File: src/rtl/status_flag_unit.sv
// Execute-stage ALU that registers its result and maintains the NZCV status register,
// with a same-cycle forwarded copy of the flags for the condition-check stage.
module status_flag_unit #(
  parameter int unsigned WIDTH = 32
) (
  input  logic             clk,
  input  logic             rst,
  input  logic             valid_in,
  input  logic [3:0]       exe_cmd,
  input  logic             s_bit,
  input  logic [WIDTH-1:0] val1,
  input  logic [WIDTH-1:0] val2,
  input  logic             freeze,
  input  logic             flush,
  output logic [WIDTH-1:0] alu_result,
  output logic             result_valid,
  output logic [3:0]       Status_Register,
  output logic [3:0]       status_fwd
);

  localparam int unsigned RW  = WIDTH + 1;
  localparam int unsigned MSB = WIDTH - 1;

  localparam logic [3:0] CMD_MOV = 4'b0001;
  localparam logic [3:0] CMD_ADD = 4'b0010;
  localparam logic [3:0] CMD_ADC = 4'b0011;
  localparam logic [3:0] CMD_SUB = 4'b0100;
  localparam logic [3:0] CMD_SBC = 4'b0101;
  localparam logic [3:0] CMD_AND = 4'b0110;
  localparam logic [3:0] CMD_ORR = 4'b0111;
  localparam logic [3:0] CMD_EOR = 4'b1000;
  localparam logic [3:0] CMD_MVN = 4'b1001;

  logic [WIDTH:0] a_ext;
  logic [WIDTH:0] b_ext;
  logic [WIDTH:0] nb_ext;
  logic [WIDTH:0] res;
  logic           cin;
  logic           legal;
  logic           arith;
  logic           sub_op;
  logic           z_new;
  logic           c_new;
  logic           n_new;
  logic           v_new;
  logic           v_add;
  logic           v_sub;
  logic [3:0]     flags_new;
  logic           commit;

  assign a_ext  = {1'b0, val1};
  assign b_ext  = {1'b0, val2};
  assign nb_ext = {1'b0, ~val2};
  assign cin    = Status_Register[2];

  // Operation decode and WIDTH+1-bit datapath; bit WIDTH is the carry out
  always_comb begin
    legal  = 1'b1;
    arith  = 1'b0;
    sub_op = 1'b0;
    res    = '0;
    case (exe_cmd)
      CMD_MOV: res = b_ext;
      CMD_MVN: res = nb_ext;
      CMD_ADD: begin res = a_ext + b_ext;                 arith = 1'b1; end
      CMD_ADC: begin res = a_ext + b_ext + RW'(cin);      arith = 1'b1; end
      CMD_SUB: begin res = a_ext + nb_ext + RW'(1'b1);    arith = 1'b1; sub_op = 1'b1; end
      CMD_SBC: begin res = a_ext + nb_ext + RW'(cin);     arith = 1'b1; sub_op = 1'b1; end
      CMD_AND: res = a_ext & b_ext;
      CMD_ORR: res = a_ext | b_ext;
      CMD_EOR: res = a_ext ^ b_ext;
      default: legal = 1'b0;
    endcase
  end

  // Flag generation; C and V survive logical ops and moves
  always_comb begin
    z_new     = (res[MSB:0] == '0);
    n_new     = res[MSB];
    v_add     = (val1[MSB] == val2[MSB]) & (res[MSB] != val1[MSB]);
    v_sub     = (val1[MSB] != val2[MSB]) & (res[MSB] != val1[MSB]);
    c_new     = arith ? res[WIDTH] : Status_Register[2];
    v_new     = arith ? (sub_op ? v_sub : v_add) : Status_Register[0];
    flags_new = {z_new, c_new, n_new, v_new};
  end

  assign commit     = valid_in & ~freeze & ~flush & legal;
  assign status_fwd = (commit & s_bit) ? flags_new : Status_Register;

  // Flush dominates freeze; neither flushed nor illegal ops ever touch the flags
  always_ff @(posedge clk or negedge rst) begin
    if (!rst) begin
      alu_result      <= '0;
      result_valid    <= 1'b0;
      Status_Register <= 4'b0000;
    end else if (flush) begin
      result_valid <= 1'b0;
    end else if (!freeze) begin
      if (commit) begin
        alu_result   <= res[MSB:0];
        result_valid <= 1'b1;
        if (s_bit) Status_Register <= flags_new;
      end else begin
        result_valid <= 1'b0;
      end
    end
  end

endmodule

File: config.mk
export PLATFORM = sky130hd
export DESIGN_NAME = status_flag_unit
export DESIGN_NICKNAME = d
export VERILOG_FILES = /design/src/rtl/status_flag_unit.sv
export SDC_FILE = /design/constraint.sdc
export NUM_CORES = 1
export LEC_CHECK = 0
export ABC_AREA = 1
export CORE_MARGIN = 3
export CORE_UTILIZATION = 49
export DETAILED_ROUTE_END_ITERATION = 6
export PLACE_DENSITY = 0.71
export SETUP_SLACK_MARGIN = 0.3
export SYNTH_ARGS = -nofsm -noshare
export SYNTH_HDL_FRONTEND = slang
export SYNTH_SLANG_ARGS = --single-unit
File: constraint.sdc
create_clock -name clk -period 16.7 [get_ports clk]
set_clock_uncertainty 0.15 [all_clocks]
set_input_delay 5.01 -clock clk [delete_from_list [all_inputs] [get_ports clk]]
set_output_delay 5.01 -clock clk [all_outputs]
set_load 0.05 [all_outputs]
Word level (Yosys, flattened, before mapping) --
Index checks and enable logic that the tools add are counted.
Storage, ports and cells: flip-flop bits (word level) 37, input bits 74, output and inout port bits 41, logic and storage cells 50
Operators by class: add/subtract/negate cells 5, equality and inequality tests 13, muxes and demuxes 11, bitwise gates (word level) 12, reductions and logical operators 6
Operators by type and width (count):
- one-hot mux 33 bit (9 select lines) | 1
- adder 32 x 32 -> 33 bit | 2
- adder 33 x 1 -> 33 bit | 2
- adder 33 x 1 -> 33 bit (second input constant) | 1
- AND 32 bit | 1
- logical NOT 32 bit | 1
- inverter 32 bit | 1
- OR 32 bit | 1
- XOR 32 bit | 1
- == test 4 x 3 -> 1 bit (second input constant) | 4
- 2-to-1 mux 1 bit | 9
- OR reduction 9 bit | 1
- == test 4 x 2 -> 1 bit (second input constant) | 2
- == test 4 bit (second input constant) | 2
- AND 1 bit | 6
- == test 4 x 1 -> 1 bit (second input constant) | 1
- 2-to-1 mux 4 bit | 1
- AND reduction 4 bit | 1
- OR reduction 4 bit | 1
- AND reduction 3 bit | 1
- != test 1 bit | 2
- != test 2 x 1 -> 1 bit (second input constant) | 1
- inverter 1 bit | 2
- OR reduction 2 bit | 1
- == test 1 bit | 1

Depth between registers and ports, before layout --
word-level depth 9, depth in mapped cells 29, mapped depth without buffers 29

Least setup slack after synthesis --
Ideal clock, no wire load.
path kind input to output, start point input port exe_cmd[2], end point output port status_fwd[1], data arrival time 8.557 ns, required time 11.540 ns, setup slack 2.983 ns, stages on the path 24, buffers on the path 3, cells stage by stage inv_2 -> nor2_4 -> nand2_4 -> buf_2 -> buf_2 -> buf_1 -> xor2_1 -> ha_1 -> nand3_1 -> nor2_1 -> nand2_1 -> nor2_2 -> nand3_2 -> nor2_4 -> nand2_2 -> clkinv_2 -> nand3_1 -> nor2_1 -> nand3_1 -> nand2_1 -> nand3_1 -> nand2_1 -> inv_2 -> o21ai_0
Between the ends: word-level cells in the longest chain between the ends 6, elaborated cells on any way between the ends 15, those cells by class eq/ne (9); mux (3); bitwise (2); reduce/logical (1)
Ends and longest elaborated chain:
- from (decl) | RTL line 9 | input logic [3:0] exe_cmd,
- == test 4 x 3 -> 1 bit, or another cell as far along | RTL line 62 | case (exe_cmd)
- OR reduction 9 bit (no source line)
- 2-to-1 mux 1 bit | RTL line 62
- AND 1 bit | RTL line 87 | assign commit = valid_in & ~freeze & ~flush & legal;
- AND 1 bit | RTL line 88 | assign status_fwd = (commit & s_bit) ? flags_new : Status_Register;
- 2-to-1 mux 4 bit (*) | RTL line 88
- to (decl) | RTL line 18 | output logic [3:0] status_fwd
Mark *: on every way between the ends. The rest lies on a longest branch, timed or not.

Worst setup path after layout --
start point input port val2[0], end point output port status_fwd[3]
Between the ends: word-level cells in the longest chain between the ends 6, elaborated cells on any way between the ends 12, those cells by class add/sub (5); mux (2); bitwise (4); reduce/logical (1)
Ends and longest elaborated chain:
- from (decl) | RTL line 12 | input logic [WIDTH-1:0] val2,
- inverter 32 bit | RTL line 53 | assign nb_ext = {1'b0, ~val2};
- adder 32 x 32 -> 33 bit | RTL line 67, 68
- adder 33 x 1 -> 33 bit (on tied branches) | RTL line 68, 67
- one-hot mux 33 bit (9 select lines) (*) | RTL line 62
- logical NOT 32 bit (*) | RTL line 78 | z_new = (res[MSB:0] == '0);
- 2-to-1 mux 4 bit (*) | RTL line 88
Marked as above.

==> summary.md <==
| Metric | Value |
|---|---|
| Mapped cell area | 12100 um^2 |
| WP data arrival | 9.98 ns |
| CTS Buffer Depth | 2 |
| FF-to-FF Start | Status_Register[2] |
| CTS sink cnt | 37 |
| Worst Setup SP | val2[0] |
| Worst-margin pin slew | 1.05 ns |
| Die Ht | 163 um |
| DRT Pass-1 Iters | 6 |
| Worst path most repeated cell | nand2_1 |
| Post-Syn Nets | 2550 |
| Tcrit/Tclk final | 90.6% |
| Share of the synthesized area in the top cell type | 27.7% |
| Layer with the highest usage | met2 |
| FP Rows | 56 |
| CP Launch Type | primary input |
| Final GP Congestion | 1.07 |
| Met3 Resource Use GR | 9.08% |
| Levels on crit path | 26 |
| Core footprint | 23900 um^2 |
| Critical path's slowest cell | clkdlybuf4s50_1 |
| Commonest non-fill, non-tap cell in the layout | nand2_1 |
| Crit path time final | 15.14 ns |
| Max Clk Rate | 66.1 MHz |
| Tot Pwr | 0.837 mW |
| Hold Path Depth | 2 |
| Pleak | 7.53 nW |
| Synth area leaders | nand2_1, nand3_1, ha_1 |
| Hold WC Path Type | reg2reg |
| Critical Path End Type | output pin |
| All-layer global routing usage | 38.5% |
| TritonCTS clock tree | built |
| Clk pin slew, worst setup/hold paths | 0.05 ns |
| Pwr Density | 61.7 nW/um^2 |
| Status | complete, no violations |
| Setup repair bufs after CTS | 0 |
| CTS buffer count | 5 |
| Setup TNS | 0 ns |
| Synth Flop Type | dfrtp_1 |
| RSZ-0062 raised after global routing | no |
| Starting density of the core | 50.7% |
| Avg Inst Size Synth | 5.12 um^2 |
| Max-cap violation count | 0 |
| Die Wd | 163 um |
| Clock Latency Late Sink | 0.28 ns |
| Drt via density | 5.81 |
| Pins Over Slew Limit | 0 |
| Hold_buf cts | 0 |
| Routed Antenna Nets | 0 |
| #FFs+latches synth | 37 |
| Reg2reg setup slack | 13.60 ns |
| Worst Path Buf+Inv | 4 |
| # H-tree levels | 2 |
| Seq/Total Area, Yosys | 7.64% |
| Largest net degree at the start of global routing | 62 |
| CP delay by family, top | simple AND/OR/NAND/NOR gates |
| Count of endpoints failing setup in the final report | 0 |
| Most area-hungry cell type in the Yosys netlist | nand2_1 |
| Final Hold Violating Endpoints | 0 |
| IO buf count | 114 |
| Detailed Route Iter0 Violations | 2146 |
| Cell variety after synth | 49 |
| First-pass GRT wire length | 79400 um |
| VDD IR max | 0.0000849 V |
| Initial antenna violation count | 0 |
| FF-to-FF path depth | 18 |
| CTS root buffer | clkbuf_16 |
| Worst path max stage delay | 0.79 ns |
| WL/cell | 19.3 um |
| Post-cts resize count | 0 |
| # DRC | 0 |
| Share of layout cells above drive strength 1 | 5.47% |
| Crit path required time | 11.54 ns |
| Mapped Cells | 2365 |
| Warnings from Yosys | 0 |
| EDFF count, synth | 0 |
| Met2 usage | 57.5% |
| Vias in the first global route | 14200 |
| Die area | 26600 um^2 |
| Setup CP Type | in2out |
| HPWL Detailed | 44000 um |
| Commonest non-fill, non-tap cells in the layout | nand2_1, inv_1, nand3_1 |
| GR Layer Usage met1 | 53.0% |
| Via count | 16000 |
| Final-stage net count | 2615 |
| Worst rel slew slack | 30.1% |
| Worst min-delay path startpoint | alu_result[10] |
| Final wirelength | 53200 um |
| Synthesis-to-finish area growth | 12.0% |
| Maximum fanout along the worst path | 4 |
| Total grt overflow | 0 |
| Async set-reset flop share out of synthesis | 100% |
| I/O Pins | 115 |
report_power, final:
group | switching (mW) | leakage [nW] | internal (mW) | total, mW
sequential | 0.0131 | 0.475 | 0.109 | 0.123
combinational | 0.434 | 6.97 | 0.172 | 0.606
clock | 0.0335 | 0.0841 | 0.0745 | 0.108
routing by layer:
metal	part of all wire [%]	up-vias
li1	-	7605
met1	41	7212
met2	40	1017
met3	13	149
met4	4.8	0
met5	0	-
stage by stage:
stage                     cells  worst slack, ns  utilization [%]  instance area (um^2)  hold slack (ns)
final                      2751             1.56             56.8                 13600            0.335
after global routing       2750             1.34             56.8                 13600            0.360
after CTS                  2750             1.73             56.8                 13600            0.337
after detailed placement   2742             1.74             56.0                 13400            0.324
after global placement     2742             1.79             56.0                 13400            0.316
after floorplan            2365             2.98                -                 12100            0.610
cell type report:
type                       instances  area [um^2]
antenna                            1         2.50
clock inverter                     1         30.0
tap                              319          399
clock buffer                       7          143
inverter                         380         1430
timing repair buffer             122         1200
sequential                        37          926
fill                            2586        10300
multi-input combinational       1884         9440
sequential cells by signal (all words and copies together) (netlist names):
signal	cells
alu_result	32
result_valid	1
Status_Register	4
synth_stat cells, drive strengths merged (8+ instances only):
cell type / n
buf: 43
ha: 109
o211ai: 8
nand2: 924
dfrtp: 37
nor2: 265
nor3: 15
a31oi: 9
nand4: 37
o2111ai: 9
nand3: 296
a21oi: 68
o21ai: 64
clkbuf: 21
o22ai: 31
inv: 377
worst paths after layout:
path,endpoint
worst min-delay path,alu_result[10]
max in group asynchronous,Status_Register[0]
worst max register to register,Status_Register[2]
worst min register to register,alu_result[10]
min in group asynchronous,alu_result[0]
worst max-delay path,status_fwd[3]
worst reg2reg max path, delay by kind of cell (launching register included):
kind                     cells  cell delay [ns]
AO/OA/AOI/OAI                3             0.46
adder cells (fa/ha/maj)      2             0.40
flip-flops                   1             0.54
buffers and inverters        2             0.12
AND/OR/NAND/NOR             11             1.35
cells by family (layout without fill, tap and decap cells):
| family | count (synthesis) | after routing | synth area share [%] |
|---|---|---|---|
| AO/OA/AOI/OAI | 218 | 218 | 10.8 |
| XOR/XNOR | 1 | 1 | 0.0723 |
| adder cells (fa/ha/maj) | 111 | 111 | 11.6 |
| buffers and inverters | 444 | 510 | 14.5 |
| flip-flops | 37 | 37 | 7.64 |
| other | 0 | 1 | 0 |
| AND/OR/NAND/NOR | 1554 | 1554 | 55.4 |
Power figures use the tool's default switching activity.
